$ cat src/rtl/dram_bridge_if.sv
// rtl/dram_bridge_if.sv - core-side and DRAM app-side signal bundle for dram_bridge
interface dram_bridge_if;
  logic         valid_dram;
  logic         rw_dram;
  logic [26:0]  addr_dram;
  logic [31:0]  din_dram;
  logic [31:0]  dout_dram;
  logic         ready_dram;
  logic         busy;
  logic         init_calib_complete;
  logic [26:0]  app_addr;
  logic [2:0]   app_cmd;
  logic         app_en;
  logic         app_rdy;
  logic [127:0] app_wdf_data;
  logic [15:0]  app_wdf_mask;
  logic         app_wdf_wren;
  logic         app_wdf_end;
  logic         app_wdf_rdy;
  logic [127:0] app_rd_data;
  logic         app_rd_data_valid;

  modport master (
    output valid_dram, rw_dram, addr_dram, din_dram,
    output init_calib_complete, app_rdy, app_wdf_rdy, app_rd_data, app_rd_data_valid,
    input  dout_dram, ready_dram, busy,
    input  app_addr, app_cmd, app_en, app_wdf_data, app_wdf_mask, app_wdf_wren, app_wdf_end
  );

  modport slave (
    input  valid_dram, rw_dram, addr_dram, din_dram,
    input  init_calib_complete, app_rdy, app_wdf_rdy, app_rd_data, app_rd_data_valid,
    output dout_dram, ready_dram, busy,
    output app_addr, app_cmd, app_en, app_wdf_data, app_wdf_mask, app_wdf_wren, app_wdf_end
  );
endinterface

$ cat src/rtl/dram_bridge.sv
// rtl/dram_bridge.sv - 32-bit core port to 128-bit DRAM app interface bridge
// Optional single-line read buffer with write-through: define DRAM_READ_BUFFER_EN.
module dram_bridge (
  input logic         clk,
  input logic         rstn,
  dram_bridge_if.slave bus
);

  typedef enum logic [2:0] {IDLE, RD_CMD, RD_WAIT, WR_REQ, RESP} state_e;

  state_e        state_q;
  logic [26:1]   addr_q;
  logic [31:0]   dout_q;
  logic          ready_q;
  logic [26:0]   app_addr_q;
  logic [2:0]    app_cmd_q;
  logic          app_en_q;
  logic [127:0]  wdf_data_q;
  logic [15:0]   wdf_mask_q;
  logic          wdf_wren_q;
  logic          cmd_done_q;
  logic          wdf_done_q;

  logic [1:0]    lane_w;
  logic          cmd_hs, wdf_hs, cmd_fin, wdf_fin;
  logic          buf_hit;
  logic [31:0]   buf_word;

  assign lane_w  = addr_q[2:1];
  assign cmd_hs  = (state_q == WR_REQ) && app_en_q && bus.app_rdy;
  assign wdf_hs  = (state_q == WR_REQ) && wdf_wren_q && bus.app_wdf_rdy;
  assign cmd_fin = cmd_done_q || cmd_hs;
  assign wdf_fin = wdf_done_q || wdf_hs;

`ifdef DRAM_READ_BUFFER_EN
  logic          buf_valid_q;
  logic [23:0]   buf_tag_q;
  logic [127:0]  buf_data_q;

  assign buf_hit  = buf_valid_q && (buf_tag_q == bus.addr_dram[26:3]);
  assign buf_word = buf_data_q[{bus.addr_dram[2:1], 5'b0} +: 32];

  always_ff @(posedge clk) begin
    if (!rstn) begin
      buf_valid_q <= 1'b0;
      buf_tag_q   <= '0;
      buf_data_q  <= '0;
    end else if (state_q == RD_WAIT && bus.app_rd_data_valid) begin
      buf_valid_q <= 1'b1;
      buf_tag_q   <= addr_q[26:3];
      buf_data_q  <= bus.app_rd_data;
    end else if (state_q == WR_REQ && cmd_fin && wdf_fin && buf_valid_q &&
                 buf_tag_q == addr_q[26:3]) begin
      buf_data_q[{lane_w, 5'b0} +: 32] <= wdf_data_q[31:0];
    end
  end
`else
  assign buf_hit  = 1'b0;
  assign buf_word = '0;
`endif

  always_ff @(posedge clk) begin
    if (!rstn) begin
      state_q    <= IDLE;
      addr_q     <= '0;
      dout_q     <= '0;
      ready_q    <= 1'b0;
      app_addr_q <= '0;
      app_cmd_q  <= '0;
      app_en_q   <= 1'b0;
      wdf_data_q <= '0;
      wdf_mask_q <= '0;
      wdf_wren_q <= 1'b0;
      cmd_done_q <= 1'b0;
      wdf_done_q <= 1'b0;
    end else begin
      case (state_q)
        IDLE: begin
          if (bus.valid_dram && bus.init_calib_complete) begin
            addr_q <= bus.addr_dram[26:1];
            if (bus.rw_dram) begin
              state_q    <= WR_REQ;
              app_en_q   <= 1'b1;
              app_cmd_q  <= 3'b000;
              app_addr_q <= {bus.addr_dram[26:3], 3'b000};
              wdf_wren_q <= 1'b1;
              wdf_data_q <= {4{bus.din_dram}};
              wdf_mask_q <= ~(16'hF << {bus.addr_dram[2:1], 2'b00});
            end else if (buf_hit) begin
              state_q <= RESP;
              ready_q <= 1'b1;
              dout_q  <= buf_word;
            end else begin
              state_q    <= RD_CMD;
              app_en_q   <= 1'b1;
              app_cmd_q  <= 3'b001;
              app_addr_q <= {bus.addr_dram[26:3], 3'b000};
            end
          end
        end
        RD_CMD: begin
          if (bus.app_rdy) begin
            app_en_q <= 1'b0;
            state_q  <= RD_WAIT;
          end
        end
        RD_WAIT: begin
          if (bus.app_rd_data_valid) begin
            dout_q  <= bus.app_rd_data[{lane_w, 5'b0} +: 32];
            ready_q <= 1'b1;
            state_q <= RESP;
          end
        end
        WR_REQ: begin
          // command and data channels finish independently, in any order
          if (cmd_hs) begin
            app_en_q   <= 1'b0;
            cmd_done_q <= 1'b1;
          end
          if (wdf_hs) begin
            wdf_wren_q <= 1'b0;
            wdf_done_q <= 1'b1;
          end
          if (cmd_fin && wdf_fin) begin
            cmd_done_q <= 1'b0;
            wdf_done_q <= 1'b0;
            ready_q    <= 1'b1;
            state_q    <= RESP;
          end
        end
        RESP: begin
          ready_q    <= 1'b0;
          app_addr_q <= '0;
          app_cmd_q  <= '0;
          wdf_data_q <= '0;
          wdf_mask_q <= '0;
          state_q    <= IDLE;
        end
        default: state_q <= IDLE;
      endcase
    end
  end

  assign bus.dout_dram    = dout_q;
  assign bus.ready_dram   = ready_q;
  assign bus.busy         = (state_q != IDLE);
  assign bus.app_addr     = app_addr_q;
  assign bus.app_cmd      = app_cmd_q;
  assign bus.app_en       = app_en_q;
  assign bus.app_wdf_data = wdf_data_q;
  assign bus.app_wdf_mask = wdf_mask_q;
  assign bus.app_wdf_wren = wdf_wren_q;
  assign bus.app_wdf_end  = wdf_wren_q;

endmodule

$ cat src/flat_wrapper.sv
// flat-port wrapper written by rule: the top's interface ports become plain ports
module dram_bridge_flat 
  (clk, rstn, bus_valid_dram, bus_rw_dram, bus_addr_dram, bus_din_dram, bus_init_calib_complete, bus_app_rdy, bus_app_wdf_rdy, bus_app_rd_data, bus_app_rd_data_valid, bus_dout_dram, bus_ready_dram, bus_busy, bus_app_addr, bus_app_cmd, bus_app_en, bus_app_wdf_data, bus_app_wdf_mask, bus_app_wdf_wren, bus_app_wdf_end);
  dram_bridge_if bus_i ();
  input logic clk;
  input logic rstn;
  input wire logic [$bits(bus_i.valid_dram)-1:0] bus_valid_dram;
  input wire logic [$bits(bus_i.rw_dram)-1:0] bus_rw_dram;
  input wire logic [$bits(bus_i.addr_dram)-1:0] bus_addr_dram;
  input wire logic [$bits(bus_i.din_dram)-1:0] bus_din_dram;
  input wire logic [$bits(bus_i.init_calib_complete)-1:0] bus_init_calib_complete;
  input wire logic [$bits(bus_i.app_rdy)-1:0] bus_app_rdy;
  input wire logic [$bits(bus_i.app_wdf_rdy)-1:0] bus_app_wdf_rdy;
  input wire logic [$bits(bus_i.app_rd_data)-1:0] bus_app_rd_data;
  input wire logic [$bits(bus_i.app_rd_data_valid)-1:0] bus_app_rd_data_valid;
  output wire logic [$bits(bus_i.dout_dram)-1:0] bus_dout_dram;
  output wire logic [$bits(bus_i.ready_dram)-1:0] bus_ready_dram;
  output wire logic [$bits(bus_i.busy)-1:0] bus_busy;
  output wire logic [$bits(bus_i.app_addr)-1:0] bus_app_addr;
  output wire logic [$bits(bus_i.app_cmd)-1:0] bus_app_cmd;
  output wire logic [$bits(bus_i.app_en)-1:0] bus_app_en;
  output wire logic [$bits(bus_i.app_wdf_data)-1:0] bus_app_wdf_data;
  output wire logic [$bits(bus_i.app_wdf_mask)-1:0] bus_app_wdf_mask;
  output wire logic [$bits(bus_i.app_wdf_wren)-1:0] bus_app_wdf_wren;
  output wire logic [$bits(bus_i.app_wdf_end)-1:0] bus_app_wdf_end;
  assign bus_i.valid_dram = bus_valid_dram;
  assign bus_i.rw_dram = bus_rw_dram;
  assign bus_i.addr_dram = bus_addr_dram;
  assign bus_i.din_dram = bus_din_dram;
  assign bus_i.init_calib_complete = bus_init_calib_complete;
  assign bus_i.app_rdy = bus_app_rdy;
  assign bus_i.app_wdf_rdy = bus_app_wdf_rdy;
  assign bus_i.app_rd_data = bus_app_rd_data;
  assign bus_i.app_rd_data_valid = bus_app_rd_data_valid;
  assign bus_dout_dram = bus_i.dout_dram;
  assign bus_ready_dram = bus_i.ready_dram;
  assign bus_busy = bus_i.busy;
  assign bus_app_addr = bus_i.app_addr;
  assign bus_app_cmd = bus_i.app_cmd;
  assign bus_app_en = bus_i.app_en;
  assign bus_app_wdf_data = bus_i.app_wdf_data;
  assign bus_app_wdf_mask = bus_i.app_wdf_mask;
  assign bus_app_wdf_wren = bus_i.app_wdf_wren;
  assign bus_app_wdf_end = bus_i.app_wdf_end;
  dram_bridge u_core (.clk(clk), .rstn(rstn), .bus(bus_i));
endmodule
$ cat config.mk
export PLATFORM = sky130hd
export DESIGN_NAME = dram_bridge_flat
export DESIGN_NICKNAME = d
export VERILOG_FILES = /design/src/rtl/dram_bridge_if.sv /design/src/rtl/dram_bridge.sv /design/src/flat_wrapper.sv
export SDC_FILE = /design/constraint.sdc
export NUM_CORES = 1
export LEC_CHECK = 0
export BUFFER_PORTS_ARGS = -buffer_cell sky130_fd_sc_hd__buf_2
export CORE_AREA = 5 5 155 157
export CTS_BUF_LIST = sky130_fd_sc_hd__clkbuf_8
export CTS_CLUSTER_DIAMETER = 120
export DETAILED_ROUTE_END_ITERATION = 8
export DIE_AREA = 0 0 160 162
export PLACE_DENSITY = 0.54
export RECOVER_POWER = 25
export SLEW_MARGIN = 20
export SYNTH_ARGS = -nofsm -noshare
export SYNTH_HDL_FRONTEND = slang
export SYNTH_SLANG_ARGS = --single-unit
$ cat constraint.sdc
create_clock -name clk -period 2.4 [get_ports clk]
set_input_delay 0.24 -clock clk [delete_from_list [all_inputs] [get_ports clk]]
set_output_delay 0.24 -clock clk [all_outputs]
set_load 0.02 [all_outputs]
* After elaboration in Yosys (flattened, before gate mapping)
Index checks and enable logic that the tools add are counted.
Word-level totals: output and inout bits 211, register bits after elaboration 216
Operators by class: reduce and logical (&&, ||, !) cells 26, bitwise logic cells 1, multiplexer cells 32, eq/ne operators 11, shift operators 2
Operators with widths (number):
- 128-bit two-way mux | 2
- 128-bit case mux with 2 select lines | 1
- 128-bit by 8-bit indexed part select with 32-bit output | 1
- 27-bit case mux with 2 select lines | 1
- 16-bit two-way mux | 2
- 16-bit case mux with 2 select lines | 1
- 27-bit two-way mux | 1
- 16-bit NOT | 1
- 4-bit by 4-bit left shift with 16-bit output (first input constant) | 1
- 3-bit two-way mux | 5
- 1-bit two-way mux | 13
- 3-bit case mux with 4 select lines | 1
- 4-bit AND reduction | 3
- 2-bit AND reduction | 5
- 3-bit nonzero test | 3
- 2-bit inequality test (second input constant) | 4
- 2-bit nonzero test | 4
- 3-bit by 2-bit equality test with 1-bit output (second input constant) | 2
- 1-bit logical AND | 6
- 2-bit by 1-bit inequality test with 1-bit output (second input constant) | 3
- 1-bit case mux with 3 select lines | 2
- 3-bit case mux with 2 select lines | 1
- 3-bit AND reduction | 2
- 3-bit by 1-bit equality test with 1-bit output (second input constant) | 1
- other kinds (5) | 6

* Depth between registers and ports, before layout
Gate-level depths: netlist (run 1).
depth after elaboration 7, depth in mapped cells 6

* Worst setup path after synthesis (run 1)
OpenSTA, ideal clock, no wires.
path kind register to register, start register u_core.addr_q[1] (netlist bit), end register u_core.dout_q[0] (netlist: u_core.bus.dout_dram[0]), library setup time 117 ps, data required time 2283 ps, path slack 841 ps, stages on the path, launching flop included 5, data arrival time 1442 ps, buffers on the path 2, cells stage by stage dfxtp_1 buf_2 buf_2 mux4_2 a22o_1
On the way: cells in the longest elaborated chain, start to end 1
Ends and longest elaborated chain:
- start, declared | line dram_bridge.sv:12 | logic [26:1] addr_q;
- start signal, assigned | line dram_bridge.sv:80 | addr_q <= bus.addr_dram[26:1];
- 128-bit by 8-bit indexed part select with 32-bit output | line dram_bridge.sv:109 | dout_q <= bus.app_rd_data[{lane_w, 5'b0} +: 32];
- end signal, assigned | line dram_bridge.sv:92 | dout_q <= buf_word;
- end signal, assigned | line dram_bridge.sv:109
- end, declared | line dram_bridge.sv:13 | logic [31:0] dout_q;
No other way between the ends. A chain may end at the register's enable or synchronous reset.

* Worst setup path in the final report (run 1)
start register u_core.state_q[0], end output bus_busy
On the way: cells in the longest elaborated chain, start to end 1
Ends and longest elaborated chain:
- start, declared | line dram_bridge.sv:11 | state_e state_q;
- start signal, assigned | line dram_bridge.sv:64 | state_q <= IDLE;
- start signal, assigned | line dram_bridge.sv:82 | state_q <= WR_REQ;
- start signal, assigned | line dram_bridge.sv:90 | state_q <= RESP;
- 3-bit nonzero test | line dram_bridge.sv:146 | assign bus.busy = (state_q != IDLE);
- end, declared | line flat_wrapper.sv:18 | output wire logic [$bits(bus_i.busy)-1:0] bus_busy;
No other way between the ends.

==> flow_summary.yaml, run 1 <==
final_layout:
  syn_to_final_growth_pct: 27.3
  num-fill-cells: 2398
  design.final.nets: 1029
  antenna_cells: 0
  drive_above_1_share_pct: 46.7
timing:
  fin_setup_tns_ps: 0
  relSlewSlack_pct: 58.7
  skew_ps: 14.5
  final_max_slew_viol_count: 0
  max_freq_ghz: 0.498
  rsz0062_at_grt: "false"
  fin_crit_sh_pct: 83.7
  finalHoldViolCount: 0
  setup_viol: 0
  period_needed_ps: 2010
  finalHoldWorstSlack_ps: 84.6
  worst-slew-pin-transition_ps: 619
synthesis:
  synth_edf_count: 0
  yosys.area.top_type: "dfxtp_1"
  syn_area_sq_um: 5610
  synth_area_per_cell_sq_um: 9.88
  ys_top_cells_by_area: "dfxtp_1 37%, buf_4 16%, mux4_2 13%, mux2i_1 5.7%, nand3_1 5.3%"
  yosysMostFrequentCell: "buf_4"
  yosysSeqAreaShare_pct: 36.8
  yosys.area.top_type_share_pct: 36.8
  synthCells: 568
  ys.flop_type: "dfxtp_1"
  synth_common_cells: "118 x buf_4, 103 x dfxtp_1, 59 x nand3_1"
  async_flop_share_pct: 0
  synth_seq_cells: 103
  synth_cell_types: 40
  yosysWarningCount: 0
pwr:
  powerDensity_nw_per_um2: 566
  p_leak_nw: 3.43
  ir_worst_vdd_v: 0.000321
grt:
  overflow: 0
  track_usage_pct: 14.5
  grt_max_degree: 39
  antenna_found_initial: 2
  grt_pass1_vias: 5241
  grt_pass1_wl_mm: 29.8
drt:
  routed-via-count: 5130
  drc: 0
  wirelength_mm: 19.8
  antenna_left: 0
  firstDrtPassIters: 4
  routedWlPerCell_um: 17.6
  viasPerCell: 4.56
  first_iter_violations: 121
clocking:
  cts_buffers: 9
  clock_sinks: 103
  post_cts.repair.setup_buffers: 0
  cts_hold_buf: 0
  postCtsResizedCells: 0
  cts_tree: "done"
  insertion_delay_ps: 390
  clkTransAtPathRegs_ps: 120
  ctsRootBufferMaster: "clkbuf_8"
  cts_max_level: 3
  clock_path_buffers: 2
worst_setup_path:
  required_ps: 2160
  critPathKind: "register to output pin"
  worst-r2r-setup-slack_ps: 580
  crit_fanout: 22
  endpoint_kind: "output pin"
  worstReg2RegEnd: "u_core.bus.app_wdf_mask[11]$_SDFFE_PN0P_"
  ff2ff_path_depth: 4
  start_kind: "register"
  crit_path_end: "bus_busy"
  r2r_start: "u_core.state_q[2]$_SDFFE_PN0P_"
  cp-startpoint: "u_core.state_q[0]$_SDFFE_PN0P_"
  arrival_ps: 1770
place:
  dp_hpwl_mm: 15.0
  finalWeightedCongestion: 0.803
  io_buffers: 399
floorplan:
  die_area_sq_um: 25900
  die_w_um: 160
  die_h_um: 162
  core_area_sq_um: 22400
  pin_count: 406
  num_rows: 55
  initial_core_util_pct: 25.1
status:
  status: "finished, final reports clean"
flow_run:
  drv_cap: 0
min_path:
  hold_path.class: "input pin to register"
## power breakdown
group	switching, mW	internal [mW]
clock	0.715	0.529
combinational	0.552	0.385
sequential	0.0733	1.78
## worst min-delay path by stage
stage	startpoint	endpoint	cells past startpoint
global placement	u_core.bus.dout_dram[4]$_SDFFE_PN0P_	u_core.bus.dout_dram[4]$_SDFFE_PN0P_	1
CTS	bus_addr_dram[18]	u_core.bus.app_addr[18]$_SDFFE_PN0P_	3
detailed placement	u_core.bus.dout_dram[6]$_SDFFE_PN0P_	u_core.bus.dout_dram[6]$_SDFFE_PN0P_	1
finish	bus_din_dram[19]	u_core.bus.app_wdf_data[115]$_SDFFE_PN0P_	3
floorplan	bus_addr_dram[1]	u_core.addr_q[1]$_SDFFE_PN0P_	2
global route	bus_addr_dram[19]	u_core.bus.app_addr[19]$_SDFFE_PN0P_	3
## metrics by stage
stage          instance area [sq um]  instances  power [mW]  util (%)  worst slack, ps
2_1_floorplan                   5620        572        2.57         -              841
3_3_place_gp                    7020       1108        2.85      31.4              584
3_5_place_dp                    7020       1108        2.86      31.4              599
4_1_cts                         7240       1124        4.13      32.4              363
5_1_grt                         7140       1124        4.27      31.9              257
6_report                        7140       1124        4.04      31.9              392
## kinds of logic (layout without fill, tap and decap cells)
family,after synthesis,in the layout,synth area share (%)
buffers and inverters,167,434,19.7
DFF,103,103,36.8
AOI/OAI and AO/OA,111,111,14.0
muxes,64,64,18.6
and+or+nand+nor,122,122,10.9
other,1,5,0.0669
## flip-flops by register name, summed over array words and instances, names as in the netlist
| signal | count |
|---|---|
| u_core.bus.app_addr | 24 |
| u_core.bus.app_cmd | 1 |
| u_core.bus.app_wdf_mask | 4 |
| u_core.wdf_done_q | 1 |
| u_core.state_q | 3 |
| u_core.bus.ready_dram | 1 |
| u_core.bus.app_en | 1 |
| u_core.bus.app_wdf_end | 1 |
| u_core.bus.dout_dram | 32 |
| u_core.bus.app_wdf_data | 32 |
| u_core.addr_q | 2 |
| u_core.cmd_done_q | 1 |
## worst max-delay path, cell delays in order (launching register included)
cell,delay (ps)
dfxtp_1,700
nor3_4,90
inv_2,340
buf_2,250
## metal layers
metal	track usage (%)	part of all wire (%)	routed length, um
met5	0	0.17	34
met4	4.30	1.4	285
met3	5.20	9.0	1780
met2	26.5	52	10300
met1	15.7	37	7390
## cell usage in the layout (no fill, tap or decap), types with 2 or more instances in the layout
| cell type | n |
|---|---|
| nand2b_1 | 3 |
| conb_1 | 5 |
| nand3_1 | 59 |
| a22o_1 | 32 |
| a32o_1 | 2 |
| buf_2 | 322 |
| mux4_2 | 32 |
| nor2_1 | 5 |
| or3_1 | 2 |
| a21oi_1 | 33 |
| clkbuf_8 | 10 |
| nand2_1 | 35 |
| o211ai_1 | 25 |
| and3b_1 | 2 |
| mux2i_1 | 32 |
| and2_1 | 4 |
| inv_6 | 2 |
| buf_4 | 13 |
| nor4_1 | 4 |
| nor2b_1 | 2 |
| o21ai_0 | 8 |
| a31oi_1 | 2 |
| inv_2 | 2 |
| clkbuf_1 | 77 |
| a31o_1 | 2 |
| dfxtp_1 | 102 |
| inv_1 | 3 |
## final cells by class
class / instances / area [sq um] / area share (%)
inverter: 5 / 18.8 / 0.263
tap: 285 / 357 / 4.99
sequential: 103 / 2060 / 28.9
timing repair buffer: 413 / 2020 / 28.3
clock buffer: 10 / 138 / 1.93
clock inverter: 6 / 75.1 / 1.05
multi-input combinational: 302 / 2470 / 34.6
No activity file was read; power rests on OpenSTA's default activity.
==> run 2: changes to the inputs <==
--- a/config.mk
+++ b/config.mk
@@ -5,13 +5,14 @@
 export SDC_FILE = /design/constraint.sdc
 export NUM_CORES = 1
 export LEC_CHECK = 0
+export ABC_AREA = 1
 export BUFFER_PORTS_ARGS = -buffer_cell sky130_fd_sc_hd__buf_2
-export CORE_AREA = 5 5 155 157
+export CORE_AREA = 5 5 156 158
 export CTS_BUF_LIST = sky130_fd_sc_hd__clkbuf_8
 export CTS_CLUSTER_DIAMETER = 120
 export DETAILED_ROUTE_END_ITERATION = 8
-export DIE_AREA = 0 0 160 162
-export PLACE_DENSITY = 0.54
+export DIE_AREA = 0 0 161 163
+export PLACE_DENSITY = 0.53
 export RECOVER_POWER = 25
 export SLEW_MARGIN = 20
 export SYNTH_ARGS = -nofsm -noshare
==> constraint.sdc (replaced) <==
create_clock -name clk -period 2.05 [get_ports clk]
set_input_delay 0.205 -clock clk [delete_from_list [all_inputs] [get_ports clk]]
set_output_delay 0.205 -clock clk [all_outputs]
set_load 0.02 [all_outputs]
==> flow_summary.yaml, run 2 <==
status:
  status: "finished, final reports clean"
grt:
  grt_max_degree: 66
  grt_pass1_wl_mm: 30.0
  grt_pass1_vias: 5411
  overflow: 0
  antenna_found_initial: 6
  track_usage_pct: 14.5
timing:
  max_freq_ghz: 0.573
  fin_crit_sh_pct: 85.1
  finalHoldViolCount: 0
  rsz0062_at_grt: "false"
  period_needed_ps: 1750
  relSlewSlack_pct: 55.4
  setup_viol: 0
  fin_setup_tns_ps: 0
  finalHoldWorstSlack_ps: 62.0
  skew_ps: 20.0
  worst-slew-pin-transition_ps: 667
  final_max_slew_viol_count: 0
place:
  io_buffers: 399
  dp_hpwl_mm: 15.8
  placed_area_sq_um: 6930
  finalWeightedCongestion: 0.869
worst_setup_path:
  required_ps: 2360
  critPathKind: "register to register"
  slowest_stage: "dfxtp_1"
  cpPeakStageDelay_ps: 490
  cp_num_buf_inv: 3
  arrival_ps: 2050
  endpoint_kind: "register"
  critical_path.cell_chain: "inv_2 -> nand2_2 -> inv_1 -> nand2_1 -> o21ai_4 -> inv_4 -> nand3_1 -> a21oi_1"
  crit_fanout: 36
  start_kind: "register"
  crit_family: "buffers and inverters"
final_layout:
  fin_area_sq_um: 7040
  multiInputGateArea_sq_um: 2300
  design.final.nets: 1241
  mostFrequentLayoutCells: "322 x buf_2, 142 x nor2_1, 102 x dfxtp_1, 101 x nand2_1, 77 x clkbuf_1"
  seq_area_sq_um: 2060
  num-fill-cells: 2628
  syn_to_final_growth_pct: 27.8
  drive_above_1_share_pct: 35.2
  final_common_cell: "buf_2"
drt:
  viasPerCell: 4.35
  routed-via-count: 5839
  routedWlPerCell_um: 15.3
  firstDrtPassIters: 4
  first_iter_violations: 242
  drc: 0
  wirelength_mm: 20.6
  antenna_left: 0
floorplan:
  num_rows: 56
  initial_core_util_pct: 24.0
  die_w_um: 161
  die_h_um: 163
  pin_count: 406
  die_area_sq_um: 26200
  core_area_sq_um: 23000
clocking:
  clock_sinks: 103
  cts_tree: "done"
  postCtsResizedCells: 0
  ctsRootBufferMaster: "clkbuf_8"
  cts_max_level: 3
  post_cts.repair.setup_buffers: 0
  cts_hold_buf: 0
  cts_buffers: 9
  clkTransAtPathRegs_ps: 110
  clock_path_buffers: 2
  insertion_delay_ps: 380
synthesis:
  yosys.area.top_type: "dfxtp_1"
  syn_area_sq_um: 5510
  async_flop_share_pct: 0
  yosysMostFrequentCell: "nor2_1"
  synthAdderAreaFrac_pct: 0
  synth-compound-area-share_pct: 19.7
  synth_area_per_cell_sq_um: 7.03
  yosys.area_share.simple_pct: 21.5
  synth_seq_cells: 103
  synth_edf_count: 0
  synth_common_cells: "143 x nor2_1, 117 x buf_4, 103 x dfxtp_1"
  yosysWarningCount: 0
  yosys.area.top_type_share_pct: 37.4
  synthMuxAreaShare_pct: 0
  ys.flop_type: "dfxtp_1"
  yosysSeqAreaShare_pct: 37.4
  yosys.area_share.xor_xnor_pct: 0
  synthCells: 784
  ys_top_cells_by_area: "dfxtp_1 37%, buf_4 16%, nor2_1 9.7%, o21ai_0 6.9%, nand2_1 6.9%"
  synth_cell_types: 25
  synth_top_family_by_area: "simple AND/OR/NAND/NOR gates"
pwr:
  pwr-share-comb_pct: 49.4
  p_clk_share_pct: 16.5
  sw_frac_of_total_pct: 48.6
  p_leak_nw: 3.37
  pwr-share-seq_pct: 34.2
  power.switching_mw: 3.98
  powerDensity_nw_per_um2: 1160
  p_int_mw: 4.21
  ir_worst_vdd_v: 0.000330
min_path:
  hold_path.class: "input pin to register"
flow_run:
  drv_cap: 0
[run 2: power groups by stage]
stage	clock network [mW]	logic (mW)	registers, mW
after floorplan	0	2.94	3.23
after global placement	0	4.19	2.83
after detailed placement	0	4.19	2.84
after CTS	1.44	4.20	2.80
after global routing	1.50	4.41	2.88
final	1.35	4.04	2.80
[run 2: cell type report]
type	instances	area share (%)
antenna	2	0.0710
timing repair buffer	411	28.8
sequential	103	29.3
clock inverter	7	1.05
tap	290	5.15
multi-input combinational	499	32.6
clock buffer	9	1.76
inverter	22	1.26
[run 2: worst paths after layout]
kind / slack (ps) / from / to / depth (start not counted)
worst max-delay path: 300 / u_core.state_q[0]$_SDFFE_PN0P_ / u_core.bus.app_wdf_data[112]$_SDFFE_PN0P_ / 8
worst min-delay path: 60 / bus_addr_dram[13] / u_core.bus.app_addr[13]$_SDFFE_PN0P_ / 3
worst max register to register: 300 / u_core.state_q[0]$_SDFFE_PN0P_ / u_core.bus.app_wdf_data[112]$_SDFFE_PN0P_ / 8
worst min register to register: 460 / u_core.bus.ready_dram$_SDFFE_PN0P_ / u_core.bus.ready_dram$_SDFFE_PN0P_ / 2
[run 2: logic make-up after synthesis]
| family | count (synthesis) |
|---|---|
| flops | 103 |
| buf+inv | 186 |
| other cells | 1 |
| simple gates | 287 |
| compound gates | 207 |
[run 2: tightest hold or removal path, delay by kind of cell]
family	cells	cell delay, ps
AOI/OAI and AO/OA	1	50
buffers and inverters	1	100
and+or+nand+nor	1	50
[run 2: routing by layer]
metal | GRT usage, % | vias to the layer above | routed length (um)
li1 | - | 2984 | -
met1 | 15.3 | 2569 | 7670
met5 | 0 | - | 55
met2 | 27.6 | 255 | 10700
met4 | 4.19 | 8 | 373
met3 | 4.61 | 23 | 1780
[run 2: stage by stage]
stage / std cells / worst slack [ps] / total power [mW] / utilization (%)
2_1_floorplan: 788 / 583 / 6.17 / -
3_3_place_gp: 1325 / 135 / 7.02 / 30.2
3_5_place_dp: 1325 / 80.3 / 7.04 / 30.2
4_1_cts: 1341 / 60.2 / 8.44 / 31.0
5_1_grt: 1343 / 113 / 8.78 / 30.7
6_report: 1343 / 305 / 8.19 / 30.7
